File: src/rtl/da_conv_serial.sv
// ============================================================================
// Module : da_conv_serial
// Brief  : Bit-serial distributed-arithmetic 3x3 convolution, MSB-first,
//          valid/ready handshake in and out, optional clamp to pixel range.
// Rev    : 1.0  initial release
// ============================================================================
`default_nettype none

module da_conv_serial #(
  parameter int PIXEL_WIDTH = 3,
  parameter int COEFF_WIDTH = 5,
  localparam int OUT_WIDTH  = PIXEL_WIDTH + COEFF_WIDTH + 4
) (
  input  logic                       clk,
  input  logic                       rst_n,
  input  logic [3*PIXEL_WIDTH-1:0]   pixel_row_0,
  input  logic [3*PIXEL_WIDTH-1:0]   pixel_row_1,
  input  logic [3*PIXEL_WIDTH-1:0]   pixel_row_2,
  input  logic [9*COEFF_WIDTH-1:0]   coeffs,
  input  logic                       clamp_en,
  input  logic                       in_valid,
  output logic                       in_ready,
  output logic [OUT_WIDTH-1:0]       output_data,
  output logic                       out_valid,
  input  logic                       out_ready
);

  localparam int BCW = (PIXEL_WIDTH > 1) ? $clog2(PIXEL_WIDTH) : 1;

  localparam logic [1:0] c_IDLE  = 2'd0;
  localparam logic [1:0] c_SHIFT = 2'd1;
  localparam logic [1:0] c_DONE  = 2'd2;

  localparam logic signed [OUT_WIDTH-1:0] c_PIX_MAX = OUT_WIDTH'((1 << PIXEL_WIDTH) - 1);

  logic [1:0]                    r_state;
  logic [9*PIXEL_WIDTH-1:0]      r_pix;
  logic [9*COEFF_WIDTH-1:0]      r_coeffs;
  logic                          r_clamp;
  logic signed [OUT_WIDTH-1:0]   r_acc;
  logic [BCW-1:0]                r_bit_cnt;
  logic [OUT_WIDTH-1:0]          r_output_data;

  logic [PIXEL_WIDTH-1:0]        w_tap;
  logic signed [COEFF_WIDTH-1:0] w_k;
  logic signed [OUT_WIDTH-1:0]   w_psum;
  logic signed [OUT_WIDTH-1:0]   w_acc_next;
  logic signed [OUT_WIDTH-1:0]   w_result;

  // Taps are packed row-major: tap t = 3*r + c, matching the coefficient order.
  always_comb begin
    w_psum = '0;
    w_tap  = '0;
    w_k    = '0;
    for (int t = 0; t < 9; t++) begin
      w_tap = r_pix[PIXEL_WIDTH*t +: PIXEL_WIDTH];
      w_k   = r_coeffs[COEFF_WIDTH*t +: COEFF_WIDTH];
      if (w_tap[r_bit_cnt]) begin
        w_psum = w_psum + OUT_WIDTH'(w_k);
      end
    end
  end

  assign w_acc_next = (r_acc <<< 1) + w_psum;

  always_comb begin
    w_result = w_acc_next;
    if (r_clamp) begin
      if (w_acc_next < 0) begin
        w_result = '0;
      end else if (w_acc_next > c_PIX_MAX) begin
        w_result = c_PIX_MAX;
      end
    end
  end

  always_ff @(posedge clk or negedge rst_n) begin
    if (!rst_n) begin
      r_state       <= c_IDLE;
      r_pix         <= '0;
      r_coeffs      <= '0;
      r_clamp       <= 1'b0;
      r_acc         <= '0;
      r_bit_cnt     <= '0;
      r_output_data <= '0;
    end else begin
      case (r_state)
        c_IDLE: begin
          if (in_valid) begin
            r_pix     <= {pixel_row_2, pixel_row_1, pixel_row_0};
            r_coeffs  <= coeffs;
            r_clamp   <= clamp_en;
            r_acc     <= '0;
            r_bit_cnt <= BCW'(PIXEL_WIDTH - 1);
            r_state   <= c_SHIFT;
          end
        end
        c_SHIFT: begin
          r_acc <= w_acc_next;
          if (r_bit_cnt == '0) begin
            r_output_data <= w_result;
            r_state       <= c_DONE;
          end else begin
            r_bit_cnt <= r_bit_cnt - 1'b1;
          end
        end
        c_DONE: begin
          if (out_ready) begin
            r_state <= c_IDLE;
          end
        end
        default: r_state <= c_IDLE;
      endcase
    end
  end

  assign in_ready    = (r_state == c_IDLE);
  assign out_valid   = (r_state == c_DONE);
  assign output_data = r_output_data;

endmodule

`default_nettype wire

File: config.mk
export PLATFORM = sky130hd
export DESIGN_NAME = da_conv_serial
export DESIGN_NICKNAME = d
export VERILOG_FILES = /design/src/rtl/da_conv_serial.sv
export SDC_FILE = /design/constraint.sdc
export NUM_CORES = 1
export LEC_CHECK = 0
export CAP_MARGIN = 20
export CORE_UTILIZATION = 55
export DETAILED_ROUTE_END_ITERATION = 16
export HOLD_SLACK_MARGIN = 0.05
export PLACE_DENSITY = 0.75
export SLEW_MARGIN = 40
export SYNTH_ARGS = -nofsm -noshare
export SYNTH_HDL_FRONTEND = slang
export SYNTH_SLANG_ARGS = --single-unit
File: constraint.sdc
create_clock -name clk -period 21.9 [get_ports clk]
set_clock_uncertainty 0.2 [all_clocks]
set_input_delay 4.38 -clock clk [delete_from_list [all_inputs] [get_ports clk]]
set_output_delay 4.38 -clock clk [all_outputs]
set_load 0.05 [all_outputs]
# == After elaboration in Yosys (flattened, before gate mapping) ==
# Cells that the tools add are included.
# word_totals
regBits,100
latchBits,0
elab_cells,73
romBits,0
ramBits,0
n_memories,0
# op_classes
n_addsub,10
bitwise_logic,0
mux,39
magnitude_cmp,3
n_eq_ne,6
reduce_logical,8
div_mod_pow,0
mul,0
n_shift,0
# ops
cell,n
$mux 12,12
$add 12x5->12,8
$pmux 11 s2,1
$bmux 1 s2,9
$add 12x12->12,1
$gt 12x4->1 const B,1
$lt 12x1->1 const B,1
$mux 11,1
$mux 2,5
$mux 1,9
$ne 2x2->1 const B,3
$pmux 2 s3,1
$reduce_and 2->1,3
$reduce_and 3->1,2
$logic_not 2->1,2
$pmux 2 s2,1
$lt 2x3->1 const B,1
$eq 2x1->1 const B,1
$eq 2x2->1 const B,1
$ne 2x1->1 const B,1
$reduce_bool 2->1,1
$sub 2x1->2 const B,1

# == Logic depth before layout (Yosys ltp) ==
# Gate-level depths: netlist of run 1.
# depth
word_depth,24
mapped_depth,62

# == Worst setup path after synthesis of run 1 ==
# Ideal clock, no wire load.
# synth_path
path_type,reg2reg
startpoint,reg r_bit_cnt[1]
endpoint,reg r_output_data[11] (netlist: output_data[11])
path_stages_with_launch,57
arrival_ns,11.151
period_less_slack_ns,11.472
path_buffers,1
path_slack_ns,10.428
required_ns,21.580
path_cell_list,dfrtp_1 buf_4 mux2i_1 o21ai_2 and2_1 ha_1 inv_1 fa_1 nor2b_1 o21ai_0 nor2b_1 fa_1 nand2b_1 nand2_1 ha_1 xnor2_1 nand2_1 nand2_1 [21 not listed] a21o_1 a31oi_1 xor2_1 o22ai_1 a31o_2 ha_1 xor2_1 mux2_2 ha_1 or4_1 o22ai_1 o21ai_0 a21o_1 a21o_1 a21o_1 and3_1 a211o_1 a41o_1
# synth_between
elab_chain_cells,24
elab_cells_between_ends,43
classes_between,add/sub (9); order compare (2); mux (30); reduce/logical (2)
# synth_rtl
element,line,rtl
start: declaration,41,logic [BCW-1:0] r_bit_cnt;
start signal: assignment,94,r_bit_cnt <= BCW'(PIXEL_WIDTH - 1);
start signal: assignment,104,r_bit_cnt <= r_bit_cnt - 1'b1;
$bmux 1 s2,58,if (w_tap[r_bit_cnt]) begin
$mux 1 (not written as such),58,
$mux 12,58,
$add 12x5->12,59,w_psum = w_psum + OUT_WIDTH'(w_k);
$mux 12,58,
$add 12x5->12,59,
$mux 12,58,
$add 12x5->12,59,
[8 not listed],-,
$mux 12,58,
$add 12x5->12,59,
$mux 12,58,
$add 12x12->12,64,assign w_acc_next = (r_acc <<< 1) + w_psum;
$gt 12x4->1,71,end else if (w_acc_next > c_PIX_MAX) begin
$mux 12,71,
$mux 12,69,if (w_acc_next < 0) begin
$mux 12,68,if (r_clamp) begin
end signal: assignment,101,r_output_data <= w_result;
end: declaration,42,logic [OUT_WIDTH-1:0] r_output_data;
# Parallel ways exist; a longest one is shown, timed or not. The select of a mux whose other input is x is not followed.
# A chain may end at the register's enable or synchronous reset.

# == Worst setup path in the final report of run 1 ==
# Same ends and word-level chain as after synthesis.

==> metrics.csv, run 1 <==
stage,metric,value,unit
logic_synthesis,ys_warn_count,0,
setup_path,rr_startpoint,r_bit_cnt[1]$_DFFE_PN0P_,
hold_path,hold_path.class,flip-flop to flip-flop,
setup_path,reg2reg_depth,54,
routing,final_antenna_net_count,0,
logic_synthesis,syn_nets,1221,
setup_path,crit_start,r_bit_cnt[1]$_DFFE_PN0P_,
sta,hold_viol,0,
finish,area_growth,15.8,%
setup_path,critPathKind,flip-flop to flip-flop,
setup_path,crit_end,output_data[11]$_DFFE_PN0P_,
cts,clk_latency,0.36,ns
routing,first_pass_iters,6,
floorplanning,die_height,131,um
cts,cts_buffers,9,
logic_synthesis,synth_top_area_share,27.4,%
sta,timing.final.crit_share,61.5,%
finish,nets,1300,
finish,n_antenna_cell,0,
floorplanning,initial_core_util,56.8,%
floorplanning,io_pins,91,
cts,cts_hold_buffers,0,
setup_path,crit_slowest_cell,dfrtp_1,
logic_synthesis,synth_edf_count,0,
routing,routed_wl,22.3,mm
logic_synthesis,synth.distinct_cells,69,
global_routing,grt_pass1_vias,7424,
logic_synthesis,yosysTopAreaCell,dfrtp_1,
floorplanning,dieArea,0.0171,mm2
sta,rsz0062_at_grt,false,
setup_path,rr_endpoint,output_data[11]$_DFFE_PN0P_,
floorplanning,die_x,131,um
sta,setup_violations,0,
sta,final.min_clock_period,13.46,ns
setup_path,crit_arrival,13.51,ns
sta,drv_slew,0,
sta,slew_headroom,50.0,%
setup_path,cp-start-kind,flip-flop,
setup_path,r2r_slack,8.44,ns
setup_path,critPathRequiredTime,21.95,ns
placed_design,portBuffers,90,
routing,drtIter0Drc,501,
finish,drive_gt1_share,10.8,%
sta,worstMarginPinSlew,0.750,ns
cts,postCtsSetupRepairBufs,0,
setup_path,cp_max_fo,16,
logic_synthesis,synthArstFlopShare,100,%
logic_synthesis,ys_ff_latch,100,
setup_path,crit_path_max_incr_delay,0.79,ns
cts,cts_tree,built,
logic_synthesis,synth_seq_area_share,27.4,%
sta,fin_tns_setup,0,ns
global_routing,grt_antenna_before_repair,0,
cts,clock_sinks,100,
setup_path,worst_setup_path_end_kind,flip-flop,
logic_synthesis,syn-cell-area,0.00912,mm2
setup_path,crit_path_frequent_cell,ha_1,
floorplanning,row_count,46,
cts,htree_levels,3,
floorplanning,coreArea,0.0161,mm2
logic_synthesis,avgSynthCellArea,8.76,um2
run,max_cap_viol_count,0,
cts,cts-resized-gates,0,
cts,clockBufferDepth,2,
cts,clk_pin_slew,0.08,ns
routing,vias_per_cell,5.93,
global_routing,grt_overflow,0,
placed_design,hpwl,17.4,mm
logic_synthesis,synth_ff_type,dfrtp_1,
logic_synthesis,synth_cells,1041,
sta,timing.fmax,74.3,MHz
global_routing,grtUsageTotal,27.4,%
routing,vias,7957,
hold_path,hold_start,r_clamp$_DFFE_PN0P_,
global_routing,grt_pass1_wl,36.3,mm
cts,cts_root_buf,clkbuf_16,
outcome,status,finished clean,
routing,wire_per_inst,16.7,um
global_routing,grt_max_degree,63,
placed_design,gp_congestion,0.894,
routing,route.detailed.drc,0,
logic_synthesis,synth_area_leaders,"dfrtp_1 (27%), ha_1 (13%), mux2_2 (9.1%), o21ai_0 (4.7%), nand2_1 (4.0%)",
-- worst min-delay path by stage --
stage,endpoint,slack (ns),depth (start not counted)
floorplan,output_data[3]$_DFFE_PN0P_,0.26,1
global placement,output_data[3]$_DFFE_PN0P_,0.27,1
detailed placement,output_data[7]$_DFFE_PN0P_,0.28,2
CTS,output_data[3]$_DFFE_PN0P_,0.29,1
global route,output_data[3]$_DFFE_PN0P_,0.32,1
finish,output_data[3]$_DFFE_PN0P_,0.29,1
-- layer usage --
layer	routed length, um	track usage, %	vias to the layer above
met2	10000	43.9	197
met4	210	5.34	0
li1	-	-	3967
met1	10800	39.0	3778
met3	1280	4.85	15
met5	0	0	-
-- state kept, by name (all words and copies together) (netlist names) --
register     flops
r_clamp          1
r_pix           27
r_acc           11
r_state          2
r_coeffs        45
output_data     12
r_bit_cnt        2
-- Yosys cell counts (6+ instances only) --
cell and number:
nand2b_1 19, nand2_1 97, o211ai_1 9, nor2_1 71
clkbuf_1 23, buf_2 6, a211oi_1 15, o21ai_0 86
o21a_1 27, o22ai_1 10, nor3_1 13, nor2b_1 14
mux2i_1 13, a21oi_1 63, xnor2_1 35, fa_1 10
nor4_1 7, a31oi_1 20, ha_1 93, and3_1 7
mux2_2 74, nand3_1 15, a21o_1 41, dfrtp_1 100
inv_1 50, and2_1 8, xor2_1 16, or3_1 11
-- critical path: cells and delay by family, from the launching register on --
kind / cells / cell delay [ns]
XOR/XNOR: 6 / 1.05
multiplexers: 2 / 0.47
AND/OR/NAND/NOR: 12 / 2.52
AO/OA/AOI/OAI: 23 / 5.21
flip-flops: 1 / 0.79
adder cells (fa/ha/maj): 10 / 3.04
buffers and inverters: 1 / 0.06
-- stage by stage --
stage | utilization [%] | setup WS, ns | cells | cell area (um2) | hold slack, ns
after floorplan | - | 10.43 | 1041 | 9120 | 0.257
after global placement | 63.7 | 8.80 | 1323 | 10200 | 0.270
after detailed placement | 64.0 | 8.65 | 1325 | 10300 | 0.281
after CTS | 65.8 | 8.56 | 1341 | 10600 | 0.291
after global routing | 65.8 | 7.68 | 1341 | 10600 | 0.317
final | 65.8 | 8.44 | 1341 | 10600 | 0.290
-- cell families after synthesis --
family | synth area share (%)
flip-flops | 27.4
XOR/XNOR | 4.90
buffers and inverters | 3.62
AO/OA/AOI/OAI | 23.7
adder cells (fa/ha/maj) | 14.9
AND/OR/NAND/NOR | 14.6
multiplexers | 10.8
-- area by class of cell --
cell class / instances / area, um2
Sequential cell: 100 / 2500
Clock inverter: 6 / 56.3
Fill cell: 1331 / 5490
Multi-Input combinational cell: 857 / 6300
Inverter: 50 / 188
Clock buffer: 10 / 229
Tap cell: 216 / 270
Timing Repair Buffer: 102 / 1020
-- cell usage in the layout, fill, tap and decap left out, types with 5 or more instances in the layout --
| cell type | Yosys | layout |
|---|---|---|
| nand2b_1 | 19 | 19 |
| nand4_1 | 5 | 5 |
| nor2_1 | 71 | 71 |
| mux2_2 | 74 | 74 |
| or3_1 | 11 | 11 |
| o2bb2ai_1 | 5 | 5 |
| xnor2_1 | 35 | 35 |
| a22o_1 | 5 | 5 |
| nor4_1 | 7 | 7 |
| a31oi_1 | 20 | 20 |
| inv_1 | 50 | 50 |
| nand2_1 | 97 | 97 |
| ha_1 | 93 | 93 |
| o211ai_1 | 9 | 9 |
| fa_1 | 10 | 10 |
| nor3_1 | 13 | 13 |
| o31ai_1 | 5 | 5 |
| a21o_1 | 41 | 41 |
| a21oi_1 | 63 | 63 |
| and3_1 | 7 | 7 |
| nand3_1 | 15 | 15 |
| xor2_1 | 16 | 16 |
| clkbuf_16 | 0 | 9 |
| o22ai_1 | 10 | 10 |
| mux2i_1 | 13 | 13 |
| buf_4 | 2 | 10 |
| nor2b_1 | 14 | 13 |
| dfrtp_1 | 100 | 100 |
| a211oi_1 | 15 | 15 |
| o21a_1 | 27 | 27 |
| clkdlybuf4s50_1 | 0 | 89 |
| o21ai_0 | 86 | 86 |
| and2_1 | 8 | 7 |
Power of run 1 is not shown: default switching activity piles up to over one toggle a cycle in this logic, so the estimate is an artifact.
==> inputs of run 2 (changes only) <==
Clock period 21.9 ns to 12.9 ns, I/O delays scaled along.
==> run 2 against run 1 <==
- global-route usage increased by 0.42 points
- die area did not move
- non-clock buffer count up 2
- flip-flop and latch count did not move
- worst hold slack lost 0.0058 ns
- register-to-register slack lost 7.7 ns
- highest routed layer is now met5
- largest cell class unchanged
- utilization up 0.19 points
- final cell count increased by 0.15%
- cell area grew 0.30%
- worst setup slack got worse by 7.7 ns
- critical path type unchanged
==> metrics.csv, run 2 (synthesized netlist as in run 1, its figures left out) <==
stage,metric,value,unit,change
finish,post-route-util,66.0,%,+0.19 points
cts,clockBufferDepth,2,,unchanged
finish,drive_gt1_share,11.8,%,+0.96 points
placed_design,hpwl,17.2,mm,-1.1%
global_routing,grt_antenna_before_repair,2,,+2
finish,final_common_cell,dfrtp_1,,
routing,routed_wl,22.4,mm,+0.29%
floorplanning,row_count,46,,unchanged
routing,vias_per_cell,5.94,,+0.11%
routing,drtIter0Drc,483,,-3.6%
cts,clk_latency,0.36,ns,about the same
sta,hold_viol,0,,unchanged
hold_path,hold_end,output_data[3]$_DFFE_PN0P_,,
finish,fill_cells,1355,,+1.8%
finish,largest_register,r_coeffs,,
setup_path,crit_slowest_cell,or4_1,,
routing,vias,7978,,+0.26%
routing,wire_per_inst,16.7,um,+0.14%
finish,multi_input_area,0.00634,mm2,+0.78%
finish,stdcell_count,1343,,+0.15%
global_routing,grt_overflow,0,,unchanged
cts,clk_pin_slew,0.08,ns,about the same
routing,final_antenna_net_count,0,,unchanged
routing,first_pass_iters,5,,-1
sta,timing.fmax,82.0,MHz,+10%
setup_path,cp-start-kind,flip-flop,,
floorplanning,initial_core_util,56.8,%,unchanged
sta,slew_headroom,48.4,%,-1.6 points
outcome,status,finished clean,,
finish,nets,1302,,+0.15%
sta,setup_violations,0,,unchanged
placed_design,gp_congestion,0.906,,+1.3%
cts,cts_buffers,9,,unchanged
sta,timing.final.crit_share,94.6,%,+33 points
hold_path,hold_path.class,flip-flop to flip-flop,,
cts,htree_levels,3,,unchanged
global_routing,grt_pass1_vias,7500,,+1.0%
setup_path,r2r_slack,0.70,ns,-7.74 ns
setup_path,worst_setup_path_end_kind,flip-flop,,
finish,final-seq-area,0.00250,mm2,unchanged
placed_design,portBuffers,90,,unchanged
sta,worstMarginPinSlew,0.774,ns,+0.0242 ns
finish,final_cell_mix,"dfrtp_1 (100), nand2_1 (97), ha_1 (92), clkdlybuf4s50_1 (89), o21ai_0 (82)",,
routing,route.detailed.drc,0,,unchanged
cts,cts_root_buf,clkbuf_16,,
finish,area_growth,16.2,%,
global_routing,grt_pass1_wl,36.9,mm,+1.9%
cts,cts_hold_buffers,0,,unchanged
cts,clock_sinks,100,,unchanged
sta,final.min_clock_period,12.20,ns,-1.26 ns
sta,worst_slack,0.699,ns,-7.74 ns
finish,largest_register_ffs,45,,unchanged
hold_path,hold_depth,1,,unchanged
setup_path,crit_path_max_incr_delay,0.53,ns,-0.26 ns
sta,drv_slew,0,,unchanged
floorplanning,die_height,131,um,unchanged
setup_path,cp_max_fo,5,,-11
placed_design,dpl_worst_slack,0.155,ns,-8.49 ns
sta,hold_slack,0.284,ns,-0.00582 ns
floorplanning,die_x,131,um,unchanged
run,max_cap_viol_count,0,,unchanged
floorplanning,coreArea,0.0161,mm2,unchanged
floorplanning,dieArea,0.0171,mm2,unchanged
setup_path,critPathRequiredTime,12.96,ns,-8.99 ns
setup_path,reg2reg_depth,55,,+1.9%
finish,n_antenna_cell,0,,unchanged
setup_path,critPathKind,flip-flop to flip-flop,,
placed_design,dp.cells,1326,,+0.075%
setup_path,rr_startpoint,r_bit_cnt[1]$_DFFE_PN0P_,,
floorplanning,io_pins,91,,unchanged
global_routing,grtUsageTotal,27.9,%,+0.42 points
setup_path,crit_arrival,12.26,ns,-1.25 ns
setup_path,crit_path_frequent_cell,ha_1,,
hold_path,hold_start,r_clamp$_DFFE_PN0P_,,
setup_path,rr_endpoint,output_data[11]$_DFFE_PN0P_,,
cts,cts_tree,built,,
global_routing,grt_max_degree,93,,+48%
## run 2: changes by cell type in the layout (fill, tap and decap cells not counted), moves of 2 or more
cell / before / now
buf_4: 10 / 14
a21boi_1: 1 / 3
a21boi_0: 4 / 2
a21oi_1: 63 / 61
a21oi_2: 2 / 4
o21ai_1: 2 / 4
o21ai_0: 86 / 82
## run 2: per-stage QoR
| stage | setup TNS [ns] | instance area (um2) |
|---|---|---|
| floorplan | 0 | 9120 |
| global placement | 0 | 10200 |
| detailed placement | 0 | 10300 |
| CTS | 0 | 10500 |
| global route | -0.00832 | 10600 |
| finish | 0 | 10600 |
## run 2: final cells by class
| type | instances | share of cell area (%) |
|---|---|---|
| Tap cell | 216 | 2.55 |
| Timing Repair Buffer | 104 | 9.50 |
| Clock buffer | 10 | 2.16 |
| Clock inverter | 6 | 0.531 |
| Sequential cell | 100 | 23.6 |
| Multi-Input combinational cell | 857 | 59.9 |
| Inverter | 50 | 1.77 |
## run 2: worst max-delay path by stage
stage,from,endpoint,cells past startpoint
floorplan,r_bit_cnt[1]$_DFFE_PN0P_,output_data[11]$_DFFE_PN0P_,56
global placement,r_bit_cnt[1]$_DFFE_PN0P_,output_data[11]$_DFFE_PN0P_,54
detailed placement,r_bit_cnt[1]$_DFFE_PN0P_,output_data[11]$_DFFE_PN0P_,54
CTS,r_bit_cnt[1]$_DFFE_PN0P_,output_data[11]$_DFFE_PN0P_,54
global route,r_bit_cnt[1]$_DFFE_PN0P_,output_data[11]$_DFFE_PN0P_,60
finish,r_bit_cnt[1]$_DFFE_PN0P_,output_data[11]$_DFFE_PN0P_,55
## run 2: timing repair
| action | in CTS | in global routing |
|---|---|---|
| buffers inserted | 0 | 1 |
| gates resized for setup | 0 | 16 |
| endpoints found under the setup margin | 0 | 6 |
## run 2: metal layers
metal / wire length (um) / up-vias / GRT usage (%) / share of wire (%)
met1: 10900 / 3774 / 39.7 / 48
met4: 366 / 4 / 6.90 / 1.6
met2: 9870 / 194 / 43.4 / 44
met5: 27 / - / 0 / 0.12
li1: - / 3975 / - / -
met3: 1280 / 31 / 5.42 / 5.7
## run 2: critical path: cells and delay by family, from the launching register on
kind	cells	cell delay (ns)
muxes	2	0.44
AOI/OAI and AO/OA	21	3.61
xor gates and xnor gates	6	1.10
DFF	1	0.40
and+or+nand+nor	14	2.61
adders and majority gates	11	3.67
buffers and inverters	1	0.07
Power of run 2 is left out for the same reason.
==> RTL change, RTL diff (settings of run 2) <==
Reset style: synchronous (`rst_n`), changed in one clocked block.
--- a/src/rtl/da_conv_serial.sv
+++ b/src/rtl/da_conv_serial.sv
@@ -74,7 +74,7 @@
     end
   end
 
-  always_ff @(posedge clk or negedge rst_n) begin
+  always_ff @(posedge clk) begin
     if (!rst_n) begin
       r_state       <= c_IDLE;
       r_pix         <= '0;
Behaviour: differs if rst_n is asserted again (counterexample within 4 cycles, from zero or initial values and one cycle with rst_n low); with rst_n held inactive, the same outputs for 4 cycles.
==> RTL change against run 2 <==
First-iteration DRC count fell by 13%. Worst setup slack improved by 0.20 ns. Area after synthesis fell by 3.5%. Cell area fell by 3.8%. Sequential cell count did not move. Routed wire length fell by 5.1%. Critical endpoint is now output_data[2].
Power is left out: it rests on default switching activity, and per cell area and clock period it moved more than threefold.
==> RTL change: results (changes against run 2) <==
INFO  metric status = finished clean
INFO  metric cts-root-to-sink-buffers = 2 (unchanged)
INFO  metric antenna_found_initial = 0 (-2)
INFO  metric global_route.usage.met3 = 3.41% (-2.0 points)
INFO  metric grt.total_usage = 26.6% (-1.3 points)
INFO  metric cp_top_family = adder cells
INFO  metric post_drt_wl_per_cell = 14.8 um (-11%)
INFO  metric critical-path-slowest-cell = fa_1
INFO  metric placedCellCount = 1,417 (+6.9%)
INFO  metric route.detailed.vias_per_inst = 5.66 (-4.7%)
INFO  metric firstDrtPassIters = 5 (unchanged)
INFO  metric timing.slew.headroom = 51.7% (+3.3 points)
INFO  metric cts_made_buffers = 9 (unchanged)
INFO  metric timing.critical_path.slowest_cell_delay = 0.44 ns (-0.09 ns)
INFO  metric yosys_warnings = 0 (unchanged)
INFO  metric cts_htree_levels = 3 (unchanged)
INFO  metric critical_path_peak_fanout = 17 (+12)
INFO  metric synth_commonest_cells = nand2_1, a21oi_1, dfxtp_1
INFO  metric clk_latency = 0.36 ns (about the same)
INFO  metric class_of_the_most_critical_hold_timing_path = flop to flop
INFO  metric netlist_top_cells_area = dfxtp_1, ha_1, nand2_1, a21oi_1, o21ai_0
INFO  metric routabilityCongestion = 0.838 (-7.5%)
INFO  metric place_area = 9810 sq um (-4.4%)
INFO  metric synth.yosys.seq_area_share = 22.7% (-4.7 points)
INFO  metric largest_reg_flops = 45 (unchanged)
INFO  metric remaining_drc_errors = 0 (unchanged)
INFO  metric top_register = r_coeffs
INFO  metric layout-drive-gt1-share = 6.93% (-4.9 points)
INFO  metric clock-root-buffer = clkbuf_16
INFO  metric dp_hpwl = 15,900 um (-8.0%)
INFO  metric grt_first_pass_wirelength = 35,700 um (-3.4%)
INFO  metric syn_nets = 1,331 (+9.0%)
INFO  metric insertedDiodeCount = 0 (unchanged)
INFO  metric globalRoute.busiestLayer = met2
INFO  metric synthDistinctLibCells = 67 (-2.9%)
INFO  metric io_buffer_count = 90 (unchanged)
INFO  metric pin_count_of_the_biggest_net_entering_global_routing = 94 (+1.1%)
INFO  metric worst_setup_hold_path_clk_slew = 0.08 ns (about the same)
INFO  metric detail_route.iter0.violations = 418 (-13%)
INFO  metric groute.layer.met2.usage = 43.7% (+0.33 points)
INFO  metric postSynth.asyncResetShare = 0% (-100 points)
INFO  metric met1_usage = 36.4% (-3.3 points)
INFO  metric grt_pass1_vias = 7,738 (+3.2%)
INFO  metric synth_cells = 1,151 (+11%)
INFO  metric num_vias = 8,145 (+2.1%)
[RTL change: per-layer routing]
metal / part of all wire (%) / wire length [um] / vias up
met4: 1.7 / 368 / 0
met5: 0 / 0 / -
met2: 45 / 9600 / 162
met3: 4.2 / 895 / 26
met1: 49 / 10400 / 3778
li1: - / - / 4179
[RTL change: path summary, 6_finish.rpt]
kind | cells after the start | startpoint | slack [ns] | to
worst max-delay path | 54 | r_bit_cnt[1] | 0.90 | output_data[2]
worst min-delay path | 2 | r_pix[15] | 0.26 | r_pix[15]
worst max register to register | 54 | r_bit_cnt[1] | 0.90 | output_data[2]
worst min register to register | 2 | r_pix[15] | 0.26 | r_pix[15]
[RTL change: repair_timing]
item | 4_1_cts | 5_1_grt
setup buffers | 0 | 5
endpoints found under the setup margin | 0 | 8
gates resized for setup | 0 | 15
[RTL change: layout make-up]
cell class              count  area (sq um)
clock buffers               9           225
multi-input cells         947          6380
repair buffers            106          1030
inverters                  58           218
fillers                  1384          5240
flip-flops and latches    100          2010
well taps                 211           264
clock inverters             7          75.1
[RTL change: kinds of logic after synthesis]
group           Yosys count  share of synthesized area [%]
flops                   100                           22.7
mux                      45                           5.74
fa+ha+maj               103                           15.5
compound gates          353                           25.0
simple gates            386                           19.3
buf+inv                 104                           5.36
xor+xnor                 60                           6.44
[RTL change: through the flow]
step	setup WS (ns)	TNS [ns]	util, %	hold slack, ns
final	0.902	0	66.1	0.256
after detailed placement	0.375	0	63.6	0.247
after global placement	0.672	0	63.5	0.243
after floorplan	1.61	0	-	0.236
after CTS	0.342	0	65.5	0.258
after global routing	-0.0289	-0.0625	66.1	0.283
